## src/rtl/fp_div_pkg.sv

```systemverilog
// Shared types and constants for the sequential floating-point divider.
//   state_e      : control FSM states
//   RM_*         : rounding-mode encodings of rm_i
//   FLAG_*       : bit positions inside the 5-bit flags vector
//   fp_bias/fp_qnan/fp_inf/fp_max_finite : format constants derived from EXP_W, MAN_W
package fp_div_pkg;

  typedef enum logic [2:0] {
    IDLE  = 3'd0,
    PREP  = 3'd1,
    ITER  = 3'd2,
    ROUND = 3'd3,
    DONE  = 3'd4
  } state_e;

  localparam logic [1:0] RM_RNE = 2'b00;
  localparam logic [1:0] RM_RTZ = 2'b01;
  localparam logic [1:0] RM_RUP = 2'b10;
  localparam logic [1:0] RM_RDN = 2'b11;

  localparam int unsigned FLAG_W  = 5;
  localparam int unsigned FLAG_NX = 0;
  localparam int unsigned FLAG_UF = 1;
  localparam int unsigned FLAG_OF = 2;
  localparam int unsigned FLAG_DZ = 3;
  localparam int unsigned FLAG_NV = 4;

  // Wide scratch width for building format constants; callers truncate.
  localparam int unsigned CONST_W = 128;

  function automatic int unsigned fp_bias(input int unsigned exp_w);
    return (32'd1 << (exp_w - 1)) - 32'd1;
  endfunction

  // Canonical quiet NaN: sign 0, exponent all ones, fraction MSB set.
  function automatic logic [CONST_W-1:0] fp_qnan(input int unsigned exp_w,
                                                 input int unsigned man_w);
    logic [CONST_W-1:0] v;
    v = ((CONST_W'(1) << exp_w) - CONST_W'(1)) << man_w;
    v = v | (CONST_W'(1) << (man_w - 1));
    return v;
  endfunction

  // Unsigned infinity magnitude.
  function automatic logic [CONST_W-1:0] fp_inf(input int unsigned exp_w,
                                                input int unsigned man_w);
    return ((CONST_W'(1) << exp_w) - CONST_W'(1)) << man_w;
  endfunction

  // Largest finite magnitude.
  function automatic logic [CONST_W-1:0] fp_max_finite(input int unsigned exp_w,
                                                       input int unsigned man_w);
    logic [CONST_W-1:0] v;
    v = ((CONST_W'(1) << exp_w) - CONST_W'(2)) << man_w;
    v = v | ((CONST_W'(1) << man_w) - CONST_W'(1));
    return v;
  endfunction

endpackage

```

## src/rtl/fp_div_iter.sv

```systemverilog
// Radix-2 restoring mantissa divider, one quotient bit per clock.
//   clk_i, rst_i     : clock, synchronous active-high reset
//   start_i          : load operands and begin (ignored fields reset each start)
//   dividend_i       : MAN_W+1-bit normalised dividend mantissa (hidden bit set)
//   divisor_i        : MAN_W+1-bit normalised divisor mantissa (hidden bit set)
//   busy_o           : iterations in progress
//   final_o          : high during the cycle that produces the last quotient bit
//   done_o           : quotient/remainder complete, held until next start
//   quo_o            : ITERS quotient bits, MSB is the integer bit
//   rem_o            : partial remainder after the last step (nonzero => inexact)
module fp_div_iter
  import fp_div_pkg::*;
#(
  parameter int unsigned MAN_W = 23,
  parameter int unsigned ITERS = MAN_W + 4
) (
  input  logic               clk_i,
  input  logic               rst_i,
  input  logic               start_i,
  input  logic [MAN_W:0]     dividend_i,
  input  logic [MAN_W:0]     divisor_i,
  output logic               busy_o,
  output logic               final_o,
  output logic               done_o,
  output logic [ITERS-1:0]   quo_o,
  output logic [MAN_W+1:0]   rem_o
);

  localparam int unsigned OP_W  = MAN_W + 1;
  localparam int unsigned REM_W = MAN_W + 2;
  localparam int unsigned CNT_W = $clog2(ITERS + 1);

  logic [REM_W-1:0] rem_q;
  logic [OP_W-1:0]  div_q;
  logic [ITERS-1:0] quo_q;
  logic [CNT_W-1:0] cnt_q;
  logic             busy_q;
  logic             final_q;
  logic             done_q;

  logic [REM_W:0]   trial_c;
  logic             ge_c;
  logic [REM_W-1:0] rem_sel_c;

  // Trial subtract; remainder stays below the divisor after each step,
  // so doubling it always fits in REM_W bits.
  always_comb begin
    trial_c   = {1'b0, rem_q} - {2'b00, div_q};
    ge_c      = ~trial_c[REM_W];
    rem_sel_c = ge_c ? trial_c[REM_W-1:0] : rem_q;
  end

  always_ff @(posedge clk_i) begin
    if (rst_i) begin
      rem_q   <= '0;
      div_q   <= '0;
      quo_q   <= '0;
      cnt_q   <= '0;
      busy_q  <= 1'b0;
      final_q <= 1'b0;
      done_q  <= 1'b0;
    end else if (start_i) begin
      rem_q   <= {1'b0, dividend_i};
      div_q   <= divisor_i;
      quo_q   <= '0;
      cnt_q   <= '0;
      busy_q  <= 1'b1;
      final_q <= (ITERS == 1);
      done_q  <= 1'b0;
    end else if (busy_q) begin
      quo_q <= {quo_q[ITERS-2:0], ge_c};
      rem_q <= rem_sel_c << 1;
      cnt_q <= cnt_q + CNT_W'(1);
      if (final_q) begin
        busy_q  <= 1'b0;
        final_q <= 1'b0;
        done_q  <= 1'b1;
      end else begin
        final_q <= (cnt_q == CNT_W'(ITERS - 2));
      end
    end
  end

  assign busy_o  = busy_q;
  assign final_o = final_q;
  assign done_o  = done_q;
  assign quo_o   = quo_q;
  assign rem_o   = rem_q;

endmodule

```

## src/rtl/fp_div_seq.sv

```systemverilog
// Multi-cycle floating-point divider (result = a / b) with valid/ready on both
// sides and one operation in flight.
//   clk_i, rst_i          : clock, synchronous active-high reset
//   in_valid_i/in_ready_o : operand handshake; in_ready_o high only in IDLE
//   a_i, b_i, rm_i        : dividend, divisor, rounding mode (sampled on accept)
//   out_valid_o/out_ready_i : result handshake; result held until accepted
//   result_o              : quotient
//   flags_o               : {invalid, div_by_zero, overflow, underflow, inexact}
module fp_div_seq
  import fp_div_pkg::*;
#(
  parameter int unsigned EXP_W = 8,
  parameter int unsigned MAN_W = 23,
  parameter int unsigned ITERS = MAN_W + 4
) (
  input  logic                     clk_i,
  input  logic                     rst_i,
  input  logic                     in_valid_i,
  output logic                     in_ready_o,
  input  logic [EXP_W+MAN_W:0]     a_i,
  input  logic [EXP_W+MAN_W:0]     b_i,
  input  logic [1:0]               rm_i,
  output logic                     out_valid_o,
  input  logic                     out_ready_i,
  output logic [EXP_W+MAN_W:0]     result_o,
  output logic [FLAG_W-1:0]        flags_o
);

  localparam int unsigned FP_W  = 1 + EXP_W + MAN_W;
  localparam int unsigned EW2   = EXP_W + 2;
  localparam int unsigned BIAS  = fp_bias(EXP_W);
  localparam int unsigned EMAX  = (32'd1 << EXP_W) - 32'd1;
  localparam int unsigned LOW_W = ITERS - MAN_W - 3;

  localparam logic [FP_W-1:0]  QNAN     = FP_W'(fp_qnan(EXP_W, MAN_W));
  localparam logic [FP_W-2:0]  INF_MAG  = (FP_W-1)'(fp_inf(EXP_W, MAN_W));
  localparam logic [FP_W-2:0]  MAXF_MAG = (FP_W-1)'(fp_max_finite(EXP_W, MAN_W));
  localparam logic [FP_W-2:0]  ZERO_MAG = '0;
  // Quotient bits below the round bit that feed the sticky bit.
  localparam logic [ITERS-1:0] LOW_MASK = ITERS'((CONST_W'(1) << LOW_W) - CONST_W'(1));

  state_e state_q, state_d;

  logic [FP_W-1:0]   a_q, b_q;
  logic [1:0]        rm_q;
  logic [FP_W-1:0]   result_q, result_d;
  logic [FLAG_W-1:0] flags_q, flags_d;
  logic              out_valid_q, out_valid_d;
  logic              in_ready_q, in_ready_d;

  logic              accept_c;
  logic              start_c;

  // Operand fields
  logic              sa_c, sb_c, sign_c;
  logic [EXP_W-1:0]  ea_c, eb_c;
  logic [MAN_W-1:0]  fa_c, fb_c;
  logic              a_zero_c, b_zero_c, a_inf_c, b_inf_c, a_nan_c, b_nan_c;

  // Special-case outcome
  logic              spec_c;
  logic [FP_W-1:0]   spec_res_c;
  logic [FLAG_W-1:0] spec_flags_c;

  // Divider interface
  logic              div_busy, div_final, div_done;
  logic [ITERS-1:0]  div_quo;
  logic [MAN_W+1:0]  div_rem;

  // Normalise / round / pack
  logic              int_bit_c;
  logic [ITERS-1:0]  qn_c;
  logic [MAN_W-1:0]  fq_c;
  logic              guard_c, rnd_c, sticky_c, any_c, inc_c;
  logic              fcarry_c;
  logic [MAN_W-1:0]  frac_r_c;
  logic [EW2-1:0]    e_c;
  logic              ovf_c, unf_c;
  logic [FP_W-1:0]   norm_res_c;
  logic [FLAG_W-1:0] norm_flags_c;

  assign accept_c = in_valid_i & in_ready_q;

  // Unpack and classify the captured operands; subnormals read as zero.
  always_comb begin
    sa_c     = a_q[FP_W-1];
    sb_c     = b_q[FP_W-1];
    ea_c     = a_q[FP_W-2 -: EXP_W];
    eb_c     = b_q[FP_W-2 -: EXP_W];
    fa_c     = a_q[MAN_W-1:0];
    fb_c     = b_q[MAN_W-1:0];
    sign_c   = sa_c ^ sb_c;
    a_zero_c = (ea_c == '0);
    b_zero_c = (eb_c == '0);
    a_inf_c  = (&ea_c) & (fa_c == '0);
    b_inf_c  = (&eb_c) & (fb_c == '0);
    a_nan_c  = (&ea_c) & (|fa_c);
    b_nan_c  = (&eb_c) & (|fb_c);
  end

  // Special operands resolve without running the divider.
  always_comb begin
    spec_c       = a_nan_c | b_nan_c | a_zero_c | b_zero_c | a_inf_c | b_inf_c;
    spec_res_c   = {sign_c, ZERO_MAG};
    spec_flags_c = '0;
    if (a_nan_c | b_nan_c) begin
      spec_res_c = QNAN;
    end else if ((a_zero_c & b_zero_c) | (a_inf_c & b_inf_c)) begin
      spec_res_c            = QNAN;
      spec_flags_c[FLAG_NV] = 1'b1;
    end else if (a_inf_c) begin
      // Inf divided by anything finite (including zero) is a clean infinity.
      spec_res_c = {sign_c, INF_MAG};
    end else if (b_zero_c) begin
      spec_res_c            = {sign_c, INF_MAG};
      spec_flags_c[FLAG_DZ] = 1'b1;
    end else begin
      spec_res_c = {sign_c, ZERO_MAG};
    end
  end

  fp_div_iter #(
    .MAN_W (MAN_W),
    .ITERS (ITERS)
  ) u_iter (
    .clk_i      (clk_i),
    .rst_i      (rst_i),
    .start_i    (start_c),
    .dividend_i ({1'b1, fa_c}),
    .divisor_i  ({1'b1, fb_c}),
    .busy_o     (div_busy),
    .final_o    (div_final),
    .done_o     (div_done),
    .quo_o      (div_quo),
    .rem_o      (div_rem)
  );

  // Normalise the quotient into [1,2), round, and handle range limits.
  always_comb begin
    int_bit_c = div_quo[ITERS-1];
    qn_c      = int_bit_c ? div_quo : {div_quo[ITERS-2:0], 1'b0};
    fq_c      = qn_c[ITERS-2 -: MAN_W];
    guard_c   = qn_c[ITERS-MAN_W-2];
    rnd_c     = qn_c[ITERS-MAN_W-3];
    sticky_c  = (|(qn_c & LOW_MASK)) | (|div_rem);
    any_c     = guard_c | rnd_c | sticky_c;

    case (rm_q)
      RM_RNE:  inc_c = guard_c & (rnd_c | sticky_c | fq_c[0]);
      RM_RTZ:  inc_c = 1'b0;
      RM_RUP:  inc_c = any_c & ~sign_c;
      RM_RDN:  inc_c = any_c & sign_c;
      default: inc_c = 1'b0;
    endcase

    // Hidden bit is always 1, so a fraction carry means the mantissa hit 2.0.
    {fcarry_c, frac_r_c} = {1'b0, fq_c} + (MAN_W+1)'(inc_c);

    e_c = EW2'(ea_c) - EW2'(eb_c) + EW2'(BIAS) - EW2'(!int_bit_c) + EW2'(fcarry_c);

    ovf_c = ~e_c[EW2-1] & (e_c >= EW2'(EMAX));
    unf_c = e_c[EW2-1] | (e_c == '0);

    norm_flags_c = '0;
    if (ovf_c) begin
      norm_flags_c[FLAG_OF] = 1'b1;
      norm_flags_c[FLAG_NX] = 1'b1;
      case (rm_q)
        RM_RNE:  norm_res_c = {sign_c, INF_MAG};
        RM_RTZ:  norm_res_c = {sign_c, MAXF_MAG};
        RM_RUP:  norm_res_c = sign_c ? {1'b1, MAXF_MAG} : {1'b0, INF_MAG};
        RM_RDN:  norm_res_c = sign_c ? {1'b1, INF_MAG}  : {1'b0, MAXF_MAG};
        default: norm_res_c = {sign_c, INF_MAG};
      endcase
    end else if (unf_c) begin
      norm_res_c            = {sign_c, ZERO_MAG};
      norm_flags_c[FLAG_UF] = 1'b1;
      norm_flags_c[FLAG_NX] = 1'b1;
    end else begin
      norm_res_c            = {sign_c, e_c[EXP_W-1:0], frac_r_c};
      norm_flags_c[FLAG_NX] = any_c;
    end
  end

  // FSM state register
  always_ff @(posedge clk_i) begin
    if (rst_i) begin
      state_q <= IDLE;
    end else begin
      state_q <= state_d;
    end
  end

  // FSM next state
  always_comb begin
    state_d = state_q;
    case (state_q)
      IDLE:    if (accept_c) state_d = PREP;
      PREP:    state_d = spec_c ? DONE : ITER;
      ITER:    if (div_busy & div_final) state_d = ROUND;
      ROUND:   if (div_done) state_d = DONE;
      DONE:    if (out_valid_q & out_ready_i) state_d = IDLE;
      default: state_d = IDLE;
    endcase
  end

  // FSM outputs: divider start and next values of the registered outputs
  always_comb begin
    start_c     = 1'b0;
    result_d    = result_q;
    flags_d     = flags_q;
    in_ready_d  = (state_d == IDLE);
    // Valid follows one cycle behind entry into DONE and drops on handshake.
    out_valid_d = (state_q == DONE) & (state_d == DONE);
    case (state_q)
      PREP: begin
        start_c = ~spec_c;
        if (spec_c) begin
          result_d = spec_res_c;
          flags_d  = spec_flags_c;
        end
      end
      ROUND: begin
        result_d = norm_res_c;
        flags_d  = norm_flags_c;
      end
      DONE: begin
        if (state_d == IDLE) flags_d = '0;
      end
      default: ;
    endcase
  end

  // Operand capture and output registers
  always_ff @(posedge clk_i) begin
    if (rst_i) begin
      a_q         <= '0;
      b_q         <= '0;
      rm_q        <= RM_RNE;
      result_q    <= '0;
      flags_q     <= '0;
      out_valid_q <= 1'b0;
      in_ready_q  <= 1'b1;
    end else begin
      if (accept_c) begin
        a_q  <= a_i;
        b_q  <= b_i;
        rm_q <= rm_i;
      end
      result_q    <= result_d;
      flags_q     <= flags_d;
      out_valid_q <= out_valid_d;
      in_ready_q  <= in_ready_d;
    end
  end

  assign in_ready_o  = in_ready_q;
  assign out_valid_o = out_valid_q;
  assign result_o    = result_q;
  assign flags_o     = flags_q;

endmodule
```

## config.mk

```make
export PLATFORM = sky130hd
export DESIGN_NAME = fp_div_seq
export DESIGN_NICKNAME = d
export VERILOG_FILES = /design/src/rtl/fp_div_pkg.sv /design/src/rtl/fp_div_iter.sv /design/src/rtl/fp_div_seq.sv
export SDC_FILE = /design/constraint.sdc
export NUM_CORES = 1
export LEC_CHECK = 0
export CAP_MARGIN = 20
export CORE_ASPECT_RATIO = 0.75
export CORE_UTILIZATION = 40
export CTS_CLUSTER_SIZE = 24
export DETAILED_ROUTE_END_ITERATION = 8
export PLACE_DENSITY = 0.63
export SYNTH_ARGS = -nofsm -noshare
export SYNTH_HDL_FRONTEND = slang
export SYNTH_SLANG_ARGS = --single-unit
```

## constraint.sdc

```tcl
create_clock -name clk_i -period 16.1 [get_ports clk_i]
set_input_delay 3.22 -clock clk_i [delete_from_list [all_inputs] [get_ports clk_i]]
set_output_delay 3.22 -clock clk_i [all_outputs]
set_load 0.02 [all_outputs]
```

==> flow_summary.rst <==
.. list-table::
   :header-rows: 1

   * - Metric
     - Value
   * - Setup violations, final
     - 0
   * - Port Buffers
     - 108
   * - Die area
     - 0.02776 sq mm
   * - Syn Std Cell Area
     - approximately 0.011 sq mm
   * - Family with the most delay on the worst path
     - compound AO/OA/AOI/OAI gates
   * - Placeable Area
     - 0.02629 sq mm
   * - Largest incremental delay on the critical path
     - 810 ps
   * - Cell Chain, Critical Path
     - buf_4, nand2_1, a2111oi_0, and4_1, nand2_1, nor2_1, fa_1, ha_1, inv_1, fa_1, nand2b_1, a21oi_1, o311ai_1, nand2_1, o21ai_1, a21oi_2, nand2_1, o21ai_0
   * - Top flip-flop cell by instance count after synthesis
     - sky130_fd_sc_hd__dfxtp_1
   * - Slew at the pin closest to its max-slew limit
     - 1013 ps
   * - Die X-Extent
     - ~190 um
   * - Sequential Area
     - slightly below 0.004 sq mm
   * - Net switching power
     - between 800 and 900 uW
   * - Final ANT Viol Nets
     - 0
   * - Number of buffers and inverters on the critical path
     - 2
   * - Die Y
     - 144.5 um
   * - Skew final
     - around 11 ps
   * - Remaining DRCs
     - 0
   * - HPWL after DPL
     - 21790 um
   * - Sequential share of power
     - 0.281
   * - H-Tree Level Count
     - 4
   * - Fraction of power spent switching nets
     - 0.4249
   * - Number of buffers created by CTS
     - 17
   * - Top-level port count
     - about 110
   * - Antenna cell count
     - 0
   * - Clock root cell
     - sky130_fd_sc_hd__clkbuf_16
   * - Arrival @ worst endpoint
     - 5870 ps
   * - Setup total negative slack
     - 0 ps
   * - Wire length of the first global-routing pass
     - 47820 um
   * - Crit path time final
     - 5522 ps
   * - Count of hold buffers inserted by post-cts repair
     - 0
   * - Synth warn
     - 0
   * - Starting Density
     - 0.4121
   * - Syn avg cell area
     - 7.801 sq um
   * - Multi-input gate area in the final layout
     - 0.006372 sq mm
   * - Max-slew violation count
     - 0
   * - Int Pwr
     - roughly 1.1 mW
   * - Number of standard cells after synthesis
     - 1389
   * - Area added between synthesis and finish
     - 16.54%
   * - Worst setup SP type
     - flip-flop
   * - Share of synthesized area occupied by flip-flops and latches
     - 0.3547
   * - Total overflow reported by the global router
     - 0
   * - Worst-case headroom to the max-slew limit
     - 0.3231
   * - Number of antenna violations at the first check in global routing
     - 0
   * - Final hold violations
     - 0
   * - Share of power burned in the clock network
     - 0.221
   * - Post-cts gate resize count
     - 0
   * - DR WL/cell
     - 16.71 um
   * - Share of post-route cells with drive strength above 1
     - 0.05128
   * - Num Clock Sinks
     - about 190
   * - Initial drt markers
     - 948
   * - Worst VDD drop
     - 0.1075 mV
   * - Total GRT Usage
     - 0.2174
   * - TritonCTS clock tree
     - yes
   * - Number of distinct library cells after synthesis
     - 86
   * - Post-synth EDFFs
     - 0
   * - Top post-synthesis cells by count
     - 282 x sky130_fd_sc_hd__nand2_1, 192 x sky130_fd_sc_hd__dfxtp_1, 160 x sky130_fd_sc_hd__a21oi_1, 103 x sky130_fd_sc_hd__nor2_1, 63 x sky130_fd_sc_hd__clkbuf_1
   * - Crit share post-route
     - 0.3430
   * - Cell types with the largest area share after synthesis
     - sky130_fd_sc_hd__dfxtp_1 35%, sky130_fd_sc_hd__nand2_1 9.8%, sky130_fd_sc_hd__a21oi_1 7.4%
   * - Endpoint class of the critical path
     - flip-flop
   * - Top-count cell post-synth
     - sky130_fd_sc_hd__nand2_1
   * - Critical Path Fanout Max
     - 50
   * - Worst setup path class
     - reg2reg
   * - Run status
     - complete, no violations
   * - Number of vias after detailed routing
     - 9941
   * - Net count after synthesis
     - between 1500 and 2000
   * - Final std cells w/o fill
     - 1787
   * - Classification of the worst-slack hold path
     - reg2reg
   * - Total power density per cell area
     - ~160 mW/mm^2
   * - Critical path data required time
     - about 16000 ps
   * - Count of TritonRoute iterations in the first routing pass
     - 7
   * - Maximum count of clock buffers along a single path
     - 2
   * - Worst-skew pair later-pin latency
     - 450 ps
   * - Post-synth ARST share
     - 0
   * - Leakage power
     - 4.570 nW
   * - Post-layout net count
     - 1547
   * - Number of buffers added for setup after CTS
     - 0
   * - Placer's final routability congestion estimate
     - 0.8892
   * - Total instance count after detailed placement
     - 1754
   * - Post-synthesis cell type with the largest combined area
     - sky130_fd_sc_hd__dfxtp_1
   * - Routed via count divided by cell count
     - around 5.6
   * - RSZ-0062 raised after global routing
     - no
   * - Number of placement rows
     - 51
   * - Vias in the first global route
     - 9014
   * - Most frequent CP cell
     - sky130_fd_sc_hd__nand2_1
   * - Combinational share of power
     - 0.498
   * - Pin count of the biggest net entering global routing
     - just over 90
   * - Maximum clock frequency
     - about 180 MHz
   * - Area share of the largest cell type after synthesis
     - 0.3547
   * - Flops & latches, synth
     - 192
   * - Number of inserted filler cells in the final layout
     - 2597
   * - Total of max-cap violations
     - 0
   * - Routed Wire Length
     - 29860 um
   * - Slowest-stage cell, CP
     - sky130_fd_sc_hd__a2111oi_0
   * - Clock-pin transition on the worst setup and hold timing paths
     - 80 ps
[final timing paths]
| kind | startpoint | endpoint | slack [ps] | cells after the start |
|---|---|---|---|---|
| worst min-delay path | result_o[17]$_SDFFE_PP0P_ | result_o[17]$_SDFFE_PP0P_ | 460 | 2 |
| worst min register to register | result_o[17]$_SDFFE_PP0P_ | result_o[17]$_SDFFE_PP0P_ | 460 | 2 |
| worst max-delay path | u_iter.quo_o[26]$_SDFFE_PP0P_ | result_o[10]$_SDFFE_PP0P_ | 10580 | 18 |
| worst max register to register | u_iter.quo_o[26]$_SDFFE_PP0P_ | result_o[10]$_SDFFE_PP0P_ | 10580 | 18 |
[layout make-up]
type                            count  area share
Clock buffer                       17     0.03369
Clock inverter                     15     0.01417
Inverter                           54     0.01605
Multi-Input combinational cell   1048      0.5047
Sequential cell                   192      0.3046
Tap cell                          344     0.03409
Timing Repair Buffer              117     0.09275
[placed cells by master, fill, tap and decap left out, types with 5 or more instances in the layout]
master,instances
sky130_fd_sc_hd__mux2_2,8
sky130_fd_sc_hd__clkbuf_16,17
sky130_fd_sc_hd__a31oi_1,16
sky130_fd_sc_hd__nand4_1,13
sky130_fd_sc_hd__a21oi_1,160
sky130_fd_sc_hd__nand2_1,281
sky130_fd_sc_hd__a31o_1,6
sky130_fd_sc_hd__or4_1,5
sky130_fd_sc_hd__o21ai_0,43
sky130_fd_sc_hd__nor2_1,103
sky130_fd_sc_hd__a221oi_1,10
sky130_fd_sc_hd__xnor2_1,22
sky130_fd_sc_hd__ha_1,43
sky130_fd_sc_hd__a311o_1,6
sky130_fd_sc_hd__nand2b_1,9
sky130_fd_sc_hd__nor2b_1,12
sky130_fd_sc_hd__inv_1,54
sky130_fd_sc_hd__inv_6,5
sky130_fd_sc_hd__dfxtp_1,190
sky130_fd_sc_hd__nor3_1,14
sky130_fd_sc_hd__buf_4,8
sky130_fd_sc_hd__a21o_1,19
sky130_fd_sc_hd__or3_1,9
sky130_fd_sc_hd__o21ai_1,8
sky130_fd_sc_hd__and2_1,14
sky130_fd_sc_hd__nand3_1,16
sky130_fd_sc_hd__nand3b_1,8
sky130_fd_sc_hd__nor4_1,19
sky130_fd_sc_hd__a2111oi_0,8
sky130_fd_sc_hd__clkdlybuf4s50_1,107
sky130_fd_sc_hd__a211o_1,5
sky130_fd_sc_hd__and3_1,6
sky130_fd_sc_hd__a211oi_1,22
sky130_fd_sc_hd__mux2i_1,57
sky130_fd_sc_hd__xor2_1,16
[worst reg2reg max path: cells and delay by family (launching register included)]
kind / cells / cell delay [ps]
buffers and inverters: 2 / 530
flip-flops: 1 / 370
AND/OR/NAND/NOR: 7 / 1720
adder cells (fa/ha/maj): 3 / 780
AO/OA/AOI/OAI: 6 / 2030
[metrics by stage]
step / power (mW) / util / setup WS (ps) / instance area [sq um] / hold slack, ps
6_report: 1.958 / 0.4803 / 10580 / 12630 / 456.0
5_1_grt: 2.085 / 0.4803 / 10060 / 12630 / 467.0
4_1_cts: 1.953 / 0.4795 / 10670 / 12610 / 456.8
3_5_place_dp: 1.514 / 0.4565 / 10690 / 12000 / 445.4
3_3_place_gp: 1.510 / 0.4558 / 10710 / 11980 / 440.1
2_1_floorplan: 1.328 / - / 10960 / 10840 / 435.3
[cells by family (layout without fill, tap and decap cells)]
kind of cell | count (synthesis) | count (layout) | synth area share
and+or+nand+nor | 541 | 541 | 0.2289
AOI/OAI and AO/OA | 357 | 357 | 0.2102
DFF | 192 | 192 | 0.3547
buffers and inverters | 149 | 203 | 0.05751
muxes | 65 | 65 | 0.06097
adders and majority gates | 47 | 47 | 0.05704
xor gates and xnor gates | 38 | 38 | 0.03072
[power by group through the flow]
stage / sequential [mW] / combinational, mW / clock [mW]
after floorplan: 0.551 / 0.777 / 0
after global placement: 0.560 / 0.950 / 0
after detailed placement: 0.560 / 0.954 / 0
after CTS: 0.550 / 0.963 / 0.441
after global routing: 0.555 / 1.07 / 0.460
final: 0.550 / 0.975 / 0.433
[flip-flops by register name, summed over array words and instances, names as in the netlist, 5 cells and up]
| name | cells |
|---|---|
| u_iter.cnt_q | 5 |
| u_iter.div_q | 24 |
| result_o | 32 |
| a_q | 32 |
| flags_o | 5 |
| u_iter.quo_o | 27 |
| u_iter.rem_o | 25 |
| b_q | 32 |
[routing by layer]
layer / vias to the layer above / wire (um) / GRT usage
met3: 27 / 1713 / 0.03737
met5: - / 0 / 0
met1: 4672 / 15560 / 0.3345
li1: 4963 / - / -
met4: 0 / 379 / 0.05885
met2: 279 / 12210 / 0.3046
(Power assumes the default switching activity.)
